## config.mk

```make
export PLATFORM = sky130hd
export DESIGN_NAME = pmem_scheduler_flat
export DESIGN_NICKNAME = d
export VERILOG_FILES = /design/src/rtl/pmem_scheduler_if.sv /design/src/rtl/pmem_scheduler.sv /design/src/flat_wrapper.sv
export SDC_FILE = /design/constraint.sdc
export NUM_CORES = 1
export LEC_CHECK = 0
export ABC_CLOCK_PERIOD_IN_PS = 1800
export CORE_ASPECT_RATIO = 1.25
export CORE_UTILIZATION = 41
export DETAILED_ROUTE_END_ITERATION = 10
export PLACE_DENSITY = 0.88
export SLEW_MARGIN = 20
export SYNTH_ARGS = -nofsm -noshare
export SYNTH_HDL_FRONTEND = slang
export SYNTH_SLANG_ARGS = --single-unit
```

## constraint.sdc

```tcl
create_clock -name clk -period 1.8 [get_ports clk]
set_input_delay 0.36 -clock clk [delete_from_list [all_inputs] [get_ports clk]]
set_output_delay 0.36 -clock clk [all_outputs]
set_load 0.01 [all_outputs]
```

## src/rtl/pmem_scheduler_if.sv

```systemverilog
// rtl/pmem_scheduler_if.sv - icache/dcache/physical-memory handshake bundle
//
// Ports carried by the bundle:
//   i_pmem_read, i_pmem_address   icache line-fill request and line address
//   i_pmem_resp                   icache transaction complete
//   d_pmem_read, d_pmem_write     dcache line-fill / write-back request
//   d_pmem_address                dcache line address
//   d_pmem_resp                   dcache transaction complete
//   pmem_read, pmem_write         physical memory strobes
//   pmem_address                  physical memory address
//   pmem_resp                     physical memory completion
// The scheduler takes the slave modport; caches and memory take master.

interface pmem_scheduler_if #(
  parameter int AW = 16
);
  logic          i_pmem_read;
  logic [AW-1:0] i_pmem_address;
  logic          i_pmem_resp;
  logic          d_pmem_read;
  logic          d_pmem_write;
  logic [AW-1:0] d_pmem_address;
  logic          d_pmem_resp;
  logic          pmem_read;
  logic          pmem_write;
  logic [AW-1:0] pmem_address;
  logic          pmem_resp;

  modport slave (
    input  i_pmem_read, i_pmem_address,
    input  d_pmem_read, d_pmem_write, d_pmem_address,
    input  pmem_resp,
    output i_pmem_resp, d_pmem_resp,
    output pmem_read, pmem_write, pmem_address
  );

  modport master (
    output i_pmem_read, i_pmem_address,
    output d_pmem_read, d_pmem_write, d_pmem_address,
    output pmem_resp,
    input  i_pmem_resp, d_pmem_resp,
    input  pmem_read, pmem_write, pmem_address
  );
endinterface

```

## src/rtl/pmem_scheduler.sv

```systemverilog
// rtl/pmem_scheduler.sv - arbitrates one physical memory port between icache and dcache
//
// Ports:
//   clk        system clock, rising edge
//   rst_n      asynchronous active-low reset
//   bus        pmem_scheduler_if.slave: cache requests/responses and memory strobes
//   d_owner    1 = dcache owns the port (steers pmem wdata/rdata)
//   ld_regs    pipeline latch enable, 1 = no memory transaction in flight
//   proto_err  sticky: dcache read and write were requested together
//
// The dcache normally wins contention; after STARVE_MAX consecutive contended
// dcache grants the icache is forced ahead once. Every transaction ends with a
// single DONE cycle in which nothing is granted, giving the finished requester
// time to drop its request.

module pmem_scheduler #(
  parameter int STARVE_MAX = 4,
  parameter int AW         = 16
) (
  input  logic            clk,
  input  logic            rst_n,
  pmem_scheduler_if.slave bus,
  output logic            d_owner,
  output logic            ld_regs,
  output logic            proto_err
);

  localparam int            SW         = $clog2(STARVE_MAX + 1);
  localparam logic [SW-1:0] STARVE_LIM = SW'(STARVE_MAX);

  typedef enum logic [1:0] {
    IDLE   = 2'd0,
    I_BUSY = 2'd1,
    D_BUSY = 2'd2,
    DONE   = 2'd3
  } state_t;

  state_t        state_q, state_d;
  logic          rd_q, rd_d;
  logic          wr_q, wr_d;
  logic          own_q, own_d;
  logic          err_q, err_d;
  logic [AW-1:0] addr_q, addr_d;
  logic [SW-1:0] starve_q, starve_d;
  logic          i_req, d_req, i_wins;

  always_ff @(posedge clk or negedge rst_n) begin
    if (!rst_n) begin
      state_q  <= IDLE;
      rd_q     <= 1'b0;
      wr_q     <= 1'b0;
      own_q    <= 1'b0;
      err_q    <= 1'b0;
      addr_q   <= '0;
      starve_q <= '0;
    end else begin
      state_q  <= state_d;
      rd_q     <= rd_d;
      wr_q     <= wr_d;
      own_q    <= own_d;
      err_q    <= err_d;
      addr_q   <= addr_d;
      starve_q <= starve_d;
    end
  end

  always_comb begin
    state_d         = state_q;
    rd_d            = rd_q;
    wr_d            = wr_q;
    own_d           = own_q;
    err_d           = err_q;
    addr_d          = addr_q;
    starve_d        = starve_q;
    bus.i_pmem_resp = 1'b0;
    bus.d_pmem_resp = 1'b0;
    // Pipeline latches stay enabled while reset is held, whatever the inputs.
    ld_regs         = !rst_n;
    i_req           = bus.i_pmem_read;
    d_req           = bus.d_pmem_read | bus.d_pmem_write;
    i_wins          = i_req && (!d_req || (starve_q == STARVE_LIM));

    case (state_q)
      IDLE: begin
        if (!i_req && !d_req) begin
          ld_regs = 1'b1;
        end
        // Grant: latch address and operation; strobes rise next cycle.
        if (i_wins) begin
          state_d  = I_BUSY;
          addr_d   = bus.i_pmem_address;
          rd_d     = 1'b1;
          wr_d     = 1'b0;
          own_d    = 1'b0;
          starve_d = '0;
        end else if (d_req) begin
          state_d = D_BUSY;
          addr_d  = bus.d_pmem_address;
          // Read and write together is a protocol error; the write wins.
          wr_d    = bus.d_pmem_write;
          rd_d    = bus.d_pmem_read & ~bus.d_pmem_write;
          own_d   = 1'b1;
          if (bus.d_pmem_read && bus.d_pmem_write) begin
            err_d = 1'b1;
          end
          if (i_req && (starve_q < STARVE_LIM)) begin
            starve_d = starve_q + 1'b1;
          end
        end
      end
      I_BUSY: begin
        bus.i_pmem_resp = bus.pmem_resp;
        if (bus.pmem_resp) begin
          state_d = DONE;
          rd_d    = 1'b0;
          wr_d    = 1'b0;
        end
      end
      D_BUSY: begin
        bus.d_pmem_resp = bus.pmem_resp;
        if (bus.pmem_resp) begin
          state_d = DONE;
          rd_d    = 1'b0;
          wr_d    = 1'b0;
        end
      end
      DONE: begin
        ld_regs = 1'b1;
        state_d = IDLE;
      end
      default: state_d = IDLE;
    endcase
  end

  assign bus.pmem_read    = rd_q;
  assign bus.pmem_write   = wr_q;
  assign bus.pmem_address = addr_q;
  assign d_owner          = own_q;
  assign proto_err        = err_q;

endmodule

```

## src/flat_wrapper.sv

```systemverilog
// flat-port wrapper written by rule: the top's interface ports become plain ports
module pmem_scheduler_flat 
#(
  parameter int STARVE_MAX = 4,
  parameter int AW         = 16
)
  (clk, rst_n, d_owner, ld_regs, proto_err, bus_i_pmem_read, bus_i_pmem_address, bus_d_pmem_read, bus_d_pmem_write, bus_d_pmem_address, bus_pmem_resp, bus_i_pmem_resp, bus_d_pmem_resp, bus_pmem_read, bus_pmem_write, bus_pmem_address);
  pmem_scheduler_if #(.AW(AW)) bus_i ();
  input  logic clk;
  input  logic rst_n;
  output logic d_owner;
  output logic ld_regs;
  output logic proto_err;
  input wire logic [$bits(bus_i.i_pmem_read)-1:0] bus_i_pmem_read;
  input wire logic [$bits(bus_i.i_pmem_address)-1:0] bus_i_pmem_address;
  input wire logic [$bits(bus_i.d_pmem_read)-1:0] bus_d_pmem_read;
  input wire logic [$bits(bus_i.d_pmem_write)-1:0] bus_d_pmem_write;
  input wire logic [$bits(bus_i.d_pmem_address)-1:0] bus_d_pmem_address;
  input wire logic [$bits(bus_i.pmem_resp)-1:0] bus_pmem_resp;
  output wire logic [$bits(bus_i.i_pmem_resp)-1:0] bus_i_pmem_resp;
  output wire logic [$bits(bus_i.d_pmem_resp)-1:0] bus_d_pmem_resp;
  output wire logic [$bits(bus_i.pmem_read)-1:0] bus_pmem_read;
  output wire logic [$bits(bus_i.pmem_write)-1:0] bus_pmem_write;
  output wire logic [$bits(bus_i.pmem_address)-1:0] bus_pmem_address;
  assign bus_i.i_pmem_read = bus_i_pmem_read;
  assign bus_i.i_pmem_address = bus_i_pmem_address;
  assign bus_i.d_pmem_read = bus_d_pmem_read;
  assign bus_i.d_pmem_write = bus_d_pmem_write;
  assign bus_i.d_pmem_address = bus_d_pmem_address;
  assign bus_i.pmem_resp = bus_pmem_resp;
  assign bus_i_pmem_resp = bus_i.i_pmem_resp;
  assign bus_d_pmem_resp = bus_i.d_pmem_resp;
  assign bus_pmem_read = bus_i.pmem_read;
  assign bus_pmem_write = bus_i.pmem_write;
  assign bus_pmem_address = bus_i.pmem_address;
  pmem_scheduler #(.STARVE_MAX(STARVE_MAX), .AW(AW)) u_core (.clk(clk), .rst_n(rst_n), .bus(bus_i), .d_owner(d_owner), .ld_regs(ld_regs), .proto_err(proto_err));
endmodule
```

==> results.toml, run 1 <==
[timing]
skew_ns = 0.00756
tns_ns = -0.136
setup_viol = 1
fin_crit_ns = 1.94
worst_pin_slew_ns = 0.409
finalWorstSetupSlack_ns = -0.136
hold_viol_final = 0
slew_viol_final = 0
fmax_ghz = 0.516
max-slew-margin-rel = 0.724
min_period_over_period = 1.08
rsz0062_at_grt = "yes"

[synthesis]
syn_area_um2 = 1360
synth.area.top_cells = "dfrtp_1, a31oi_1, nand3_1"
synth-seq-cells = 25
synth_top_area_share = 0.460
synth_cell_types = 28
synthCells = 147
yosysWarnings = 0
synth_area_per_cell_um2 = 9.25
synthesis.nets = 191
synth_seq_area_share = 0.460
synth_top_area_cell = "dfrtp_1"

[final_layout]
flow.area_growth_from_synthesis_pct = 61.3
layout-drive-gt1-share = 0.163
final_nets = 266
final_cells = 258
final_common_cell = "clkdlybuf4s50_1"
stdcell_area_um2 = 2190
most-common-layout-cells = "clkdlybuf4s50_1, dfrtp_1, a31oi_1"
antenna_cells = 0
finish.utilization = 0.687
fillerInstances = 240

[floorplanning]
rows = 23
coreArea_um2 = 3190
dieWidth_um = 53.5
fp.dieH_um = 66.4
ios = 61
start_util = 0.426
die-area_um2 = 3550

[placed_design]
hpwl_um = 2600
place_area_um2 = 2120
place_inst = 252
gp_congestion = 0.758
portBuffers = 60

[min_path]
hold_path.class = "flip-flop to flip-flop"

[clocking]
cts_root_buf = "clkbuf_8"
cts.clk_slew.worst_paths_ns = 0.10
clk_path_buf_depth = 2
worst_skew_pair.late_latency_ns = 0.27
cts_hold_buffers = 0
htree_levels = 1
cts_buffers = 3
cts_tree = "done"
clkSinkCount = 25

[worst_setup_path]
critPathLaunchType = "flip-flop"
endpoint_kind = "output port"
slowest_delay_ns = 0.41
cp.required_ns = 1.44
cp_max_fo = 2
arrival_ns = 1.58
crit_path_cell_trace = "inv_2 -> ha_4 -> nor4b_4 -> nor3_2 -> o22ai_1 -> buf_2"
critPathKind = "flip-flop to output port"
slowest_stage = "dfrtp_1"

[routing]
drtPass1Iterations = 4
drt_wl_total_um = 3670
post-route-drc-count = 0
vias = 1370
routed_via_density = 5.31
first_iter_violations = 47
avgRoutedWirePerCell_um = 14.2
postRouteAntennaNets = 0

[global_route]
grt.overflow.total = 0
antenna_found_initial = 0
grt_pass1_wl_um = 5600
grt_start_max_net_pins = 27
grt_usage = 0.214
grt_pass1_vias = 1315

[run_status]
outcome = "complete, but fails checks"
violations = "negative setup slack"

[power_and_ir_drop]
leakage_nw = 0.915
ir_worst_vdd_mv = 1.11
powerDensity_nw_per_um2 = 1520

[flow_run]
maxCapViolations = 0
-- critical path, delay by kind of cell (launching register included) --
| family | cells | cell delay (ns) |
|---|---|---|
| fa+ha+maj | 1 | 0.13 |
| simple gates | 2 | 0.34 |
| buf+inv | 2 | 0.25 |
| flops | 1 | 0.41 |
| compound gates | 1 | 0.18 |
-- path summary, 6_finish.rpt --
path,cells past startpoint,to,from,slack [ns]
setup / recovery,6,ld_regs,u_core.state_q[1],-0.14
hold / removal,1,u_core.proto_err,u_core.proto_err,0.49
setup reg to reg,6,u_core.bus.pmem_read,u_core.state_q[1],0.23
hold reg to reg,1,u_core.proto_err,u_core.proto_err,0.49
max in group asynchronous,2,u_core.bus.pmem_address[4],rst_n,1.00
min in group asynchronous,2,u_core.state_q[1],rst_n,0.54
-- routing by layer --
metal  track usage  vias to the layer above  part of all wire
met5             0                        -                 0
met4        0.0592                        0            0.0055
met3        0.0368                        2             0.053
met2         0.403                       39              0.55
met1         0.234                      648              0.39
li1              -                      681                 -
-- synth_stat cells, drive strengths merged --
master / number
a22o: 2
a2bb2oi: 1
a31oi: 21
a32o: 1
a41o: 1
and2: 2
buf: 9
clkbuf: 3
dfrtp: 25
ha: 6
inv: 7
mux2: 2
mux2i: 1
nand2: 2
nand3: 16
nor2: 20
nor2b: 2
nor3: 3
nor4b: 1
o21ai: 16
o22ai: 2
o2bb2ai: 1
o311ai: 1
o31a: 1
or3: 1
-- per-stage QoR --
stage                     total power, W  hold slack [ns]  setup WS [ns]
after floorplan                  0.00196           0.0644          0.190
after global placement           0.00289            0.471         -0.561
after detailed placement         0.00295            0.459         -0.594
after CTS                        0.00327            0.490         -0.122
after global routing             0.00359            0.527         -0.231
final                            0.00333            0.486         -0.136
-- flip-flops by register name, summed over array words and instances (netlist names) --
register,cells
u_core.d_owner,1
u_core.bus.pmem_address,16
u_core.bus.pmem_read,1
u_core.state_q,2
u_core.bus.pmem_write,1
u_core.proto_err,1
u_core.starve_q,3
-- cell families (layout without fill, tap and decap cells) --
kind of cell / count (synthesis) / after routing / synth area share
mux: 3 / 3 / 0.0239
buf+inv: 19 / 93 / 0.0653
fa+ha+maj: 6 / 6 / 0.0552
simple gates: 47 / 47 / 0.165
flops: 25 / 25 / 0.460
compound gates: 47 / 47 / 0.231
-- power breakdown --
part,internal (W),switching (W),total [W]
Combinational,0.00112,0.000876,0.00200
Clock,0.000155,0.000184,0.000339
Sequential,0.000836,0.000154,0.000991
-- cell type report --
type,instances,area [um^2],share of cell area
Clock buffer,3,41.3,0.0188
Clock inverter,1,5.00,0.00228
Inverter,7,26.3,0.0120
Multi-Input combinational cell,103,672,0.306
Sequential cell,25,626,0.285
Tap cell,37,46.3,0.0211
Timing Repair Buffer,82,777,0.354
-- what timing repair did --
action | in CTS | in global routing
pin swaps | 1 | 4
resized for setup | 8 | 10
endpoints found under the setup margin | 3 | 2
setup buffers | 1 | 1
No activity file was read; power rests on OpenSTA's default activity.
==> run 2, diff against run 1 <==
Settings changed: ABC_CLOCK_PERIOD_IN_PS 1800 to not set, SETUP_SLACK_MARGIN set to 0.02.
==> run 2 against run 1 <==
Net effect:
- the run still ends with negative setup slack left
- critical path type unchanged
- utilization increased by 0.39 points
- largest power group unchanged
- hold slack improved by 0.0062 ns
- via count up 0.22%
- critical endpoint unchanged
- first-iteration DRC count down 21%
==> results.toml, run 2 (synthesized netlist as in run 1, its figures left out) <==
[global_route]
grt_start_max_net_pins = 27
antenna_found_initial = 0
grt_usage = 0.214
top_usage_layer = "met2"
grt_use_met1 = 0.234
use_met2 = 0.403
grt_pass1_vias = 1315
grt_use_met3 = 0.0368
grt_pass1_wl_um = 5600
grt.overflow.total = 0

[timing]
max-slew-margin-rel = 0.724
hold_viol_final = 0
slew_viol_final = 0
whs_ns = 0.493
skew_ns = 0.00699
fmax_ghz = 0.519
worst_pin_slew_ns = 0.409
fin_crit_ns = 1.93
finalWorstSetupSlack_ns = -0.128
rsz0062_at_grt = "yes"
min_period_over_period = 1.07
setup_viol = 1

[routing]
drtPass1Iterations = 4
first_iter_violations = 37
drt_wl_total_um = 3740
postRouteAntennaNets = 0
avgRoutedWirePerCell_um = 14.5
routed_via_density = 5.32
vias = 1373
post-route-drc-count = 0

[power_and_ir_drop]
ir_worst_vdd_mv = 1.18
leakage_nw = 0.916
powerDensity_nw_per_um2 = 1520

[final_layout]
fillerInstances = 239
flow.area_growth_from_synthesis_pct = 62.2
largest_register_ffs = 16
final_common_cell = "clkdlybuf4s50_1"
layout-drive-gt1-share = 0.167
antenna_cells = 0
final_nets = 266
final_cells = 258
most-common-layout-cells = "clkdlybuf4s50_1, dfrtp_1, a31oi_1"

[worst_setup_path]
critPathLaunchType = "flip-flop"
endpoint_kind = "output port"
worstReg2RegStart = "u_core.state_q[1]"
cp.required_ns = 1.44
critPathCapture = "ld_regs"
cp_num_cells = 6
critPathTopFamily = "flip-flops"
crit_path_cell_trace = "inv_2 -> ha_4 -> nor4b_4 -> nor3_2 -> o22ai_1 -> buf_2"
arrival_ns = 1.57
rr_endpoint = "u_core.bus.pmem_read"
cp_num_buf_inv = 2
slowest_stage = "dfrtp_1"
rrSetupSlack_ns = 0.21
critPathKind = "flip-flop to output port"
r2r_cells = 6
critPathLaunch = "u_core.state_q[1]"
slowest_delay_ns = 0.40
cp_max_fo = 2

[placed_design]
gp_congestion = 0.758
hpwl_um = 2600
place_inst = 252
portBuffers = 60

[run_status]
violations = "negative setup slack"
outcome = "complete, but fails checks"

[clocking]
cts.clk_slew.worst_paths_ns = 0.10
cts_buffers = 3
worst_skew_pair.late_latency_ns = 0.27
cts_tree = "done"
htree_levels = 1
cts_root_buf = "clkbuf_8"
clkSinkCount = 25
clk_path_buf_depth = 2

[floorplanning]
fp.dieH_um = 66.4
coreArea_um2 = 3190
dieWidth_um = 53.5
ios = 61
start_util = 0.426
die-area_um2 = 3550
rows = 23

[min_path]
hold_path.class = "flip-flop to flip-flop"

[flow_run]
maxCapViolations = 0
-- run 2: cell types whose count changed in the layout (fill, tap and decap cells not counted) --
cell      previous run  this run
ha_1                 5         4
clkbuf_2             2         1
ha_4                 1         2
buf_2                1         2
-- run 2: area by class of cell --
type                    count  area (um^2)  area share
repair buffers             82          777       0.352
multi-input cells         103          684       0.310
flip-flops and latches     25          626       0.284
well taps                  37         46.3      0.0210
clock buffers               3         41.3      0.0187
inverters                   7         26.3      0.0119
clock inverters             1         5.00     0.00227
-- run 2: routing by layer --
layer	wire length [um]	part of all wire	up-vias
li1	-	-	680
met1	1470	0.39	656
met2	2060	0.55	35
met3	187	0.050	2
met4	20	0.0054	0
met5	0	0	-
-- run 2: worst reg2reg max path, stage by stage (launching register included) --
cell	delay [ns]
dfrtp_1	0.38
inv_2	0.06
ha_4	0.16
nor4b_4	0.13
buf_4	0.14
or3_1	0.39
a22o_1	0.24
-- run 2: what timing repair did --
action / CTS / global route
gates resized for setup: 9 / 12
pin swaps: 1 / 4
setup buffers: 1 / 2
hold buffers: 0 / 0
setup endpoints to repair: 3 / 3
-- run 2: metrics by stage --
| stage | instance area [um^2] | setup WS [ns] | util | total power [W] | setup TNS [ns] |
|---|---|---|---|---|---|
| 6_report | 2210 | -0.128 | 0.691 | 0.00336 | -0.128 |
| 5_1_grt | 2210 | -0.236 | 0.691 | 0.00361 | -0.236 |
| 4_1_cts | 2170 | -0.122 | 0.681 | 0.00328 | -0.122 |
| 3_5_place_dp | 2120 | -0.594 | 0.664 | 0.00295 | -1.74 |
| 3_3_place_gp | 2120 | -0.561 | 0.664 | 0.00289 | -1.01 |
| 2_1_floorplan | 1360 | 0.190 | - | 0.00196 | 0 |
-- run 2: power breakdown --
part / internal, W / switching (W)
registers: 0.000836 / 0.000153
clock network: 0.000155 / 0.000186
logic: 0.00112 / 0.000900
-- run 2: worst min-delay path by stage --
stage / start / cells after the start / endpoint
after CTS: u_core.proto_err / 1 / u_core.proto_err
after global routing: u_core.proto_err / 1 / u_core.proto_err
final: u_core.proto_err / 1 / u_core.proto_err
after floorplan: rst_n / 0 / u_core.bus.pmem_address[0]
after detailed placement: u_core.proto_err / 1 / u_core.proto_err
after global placement: u_core.proto_err / 1 / u_core.proto_err
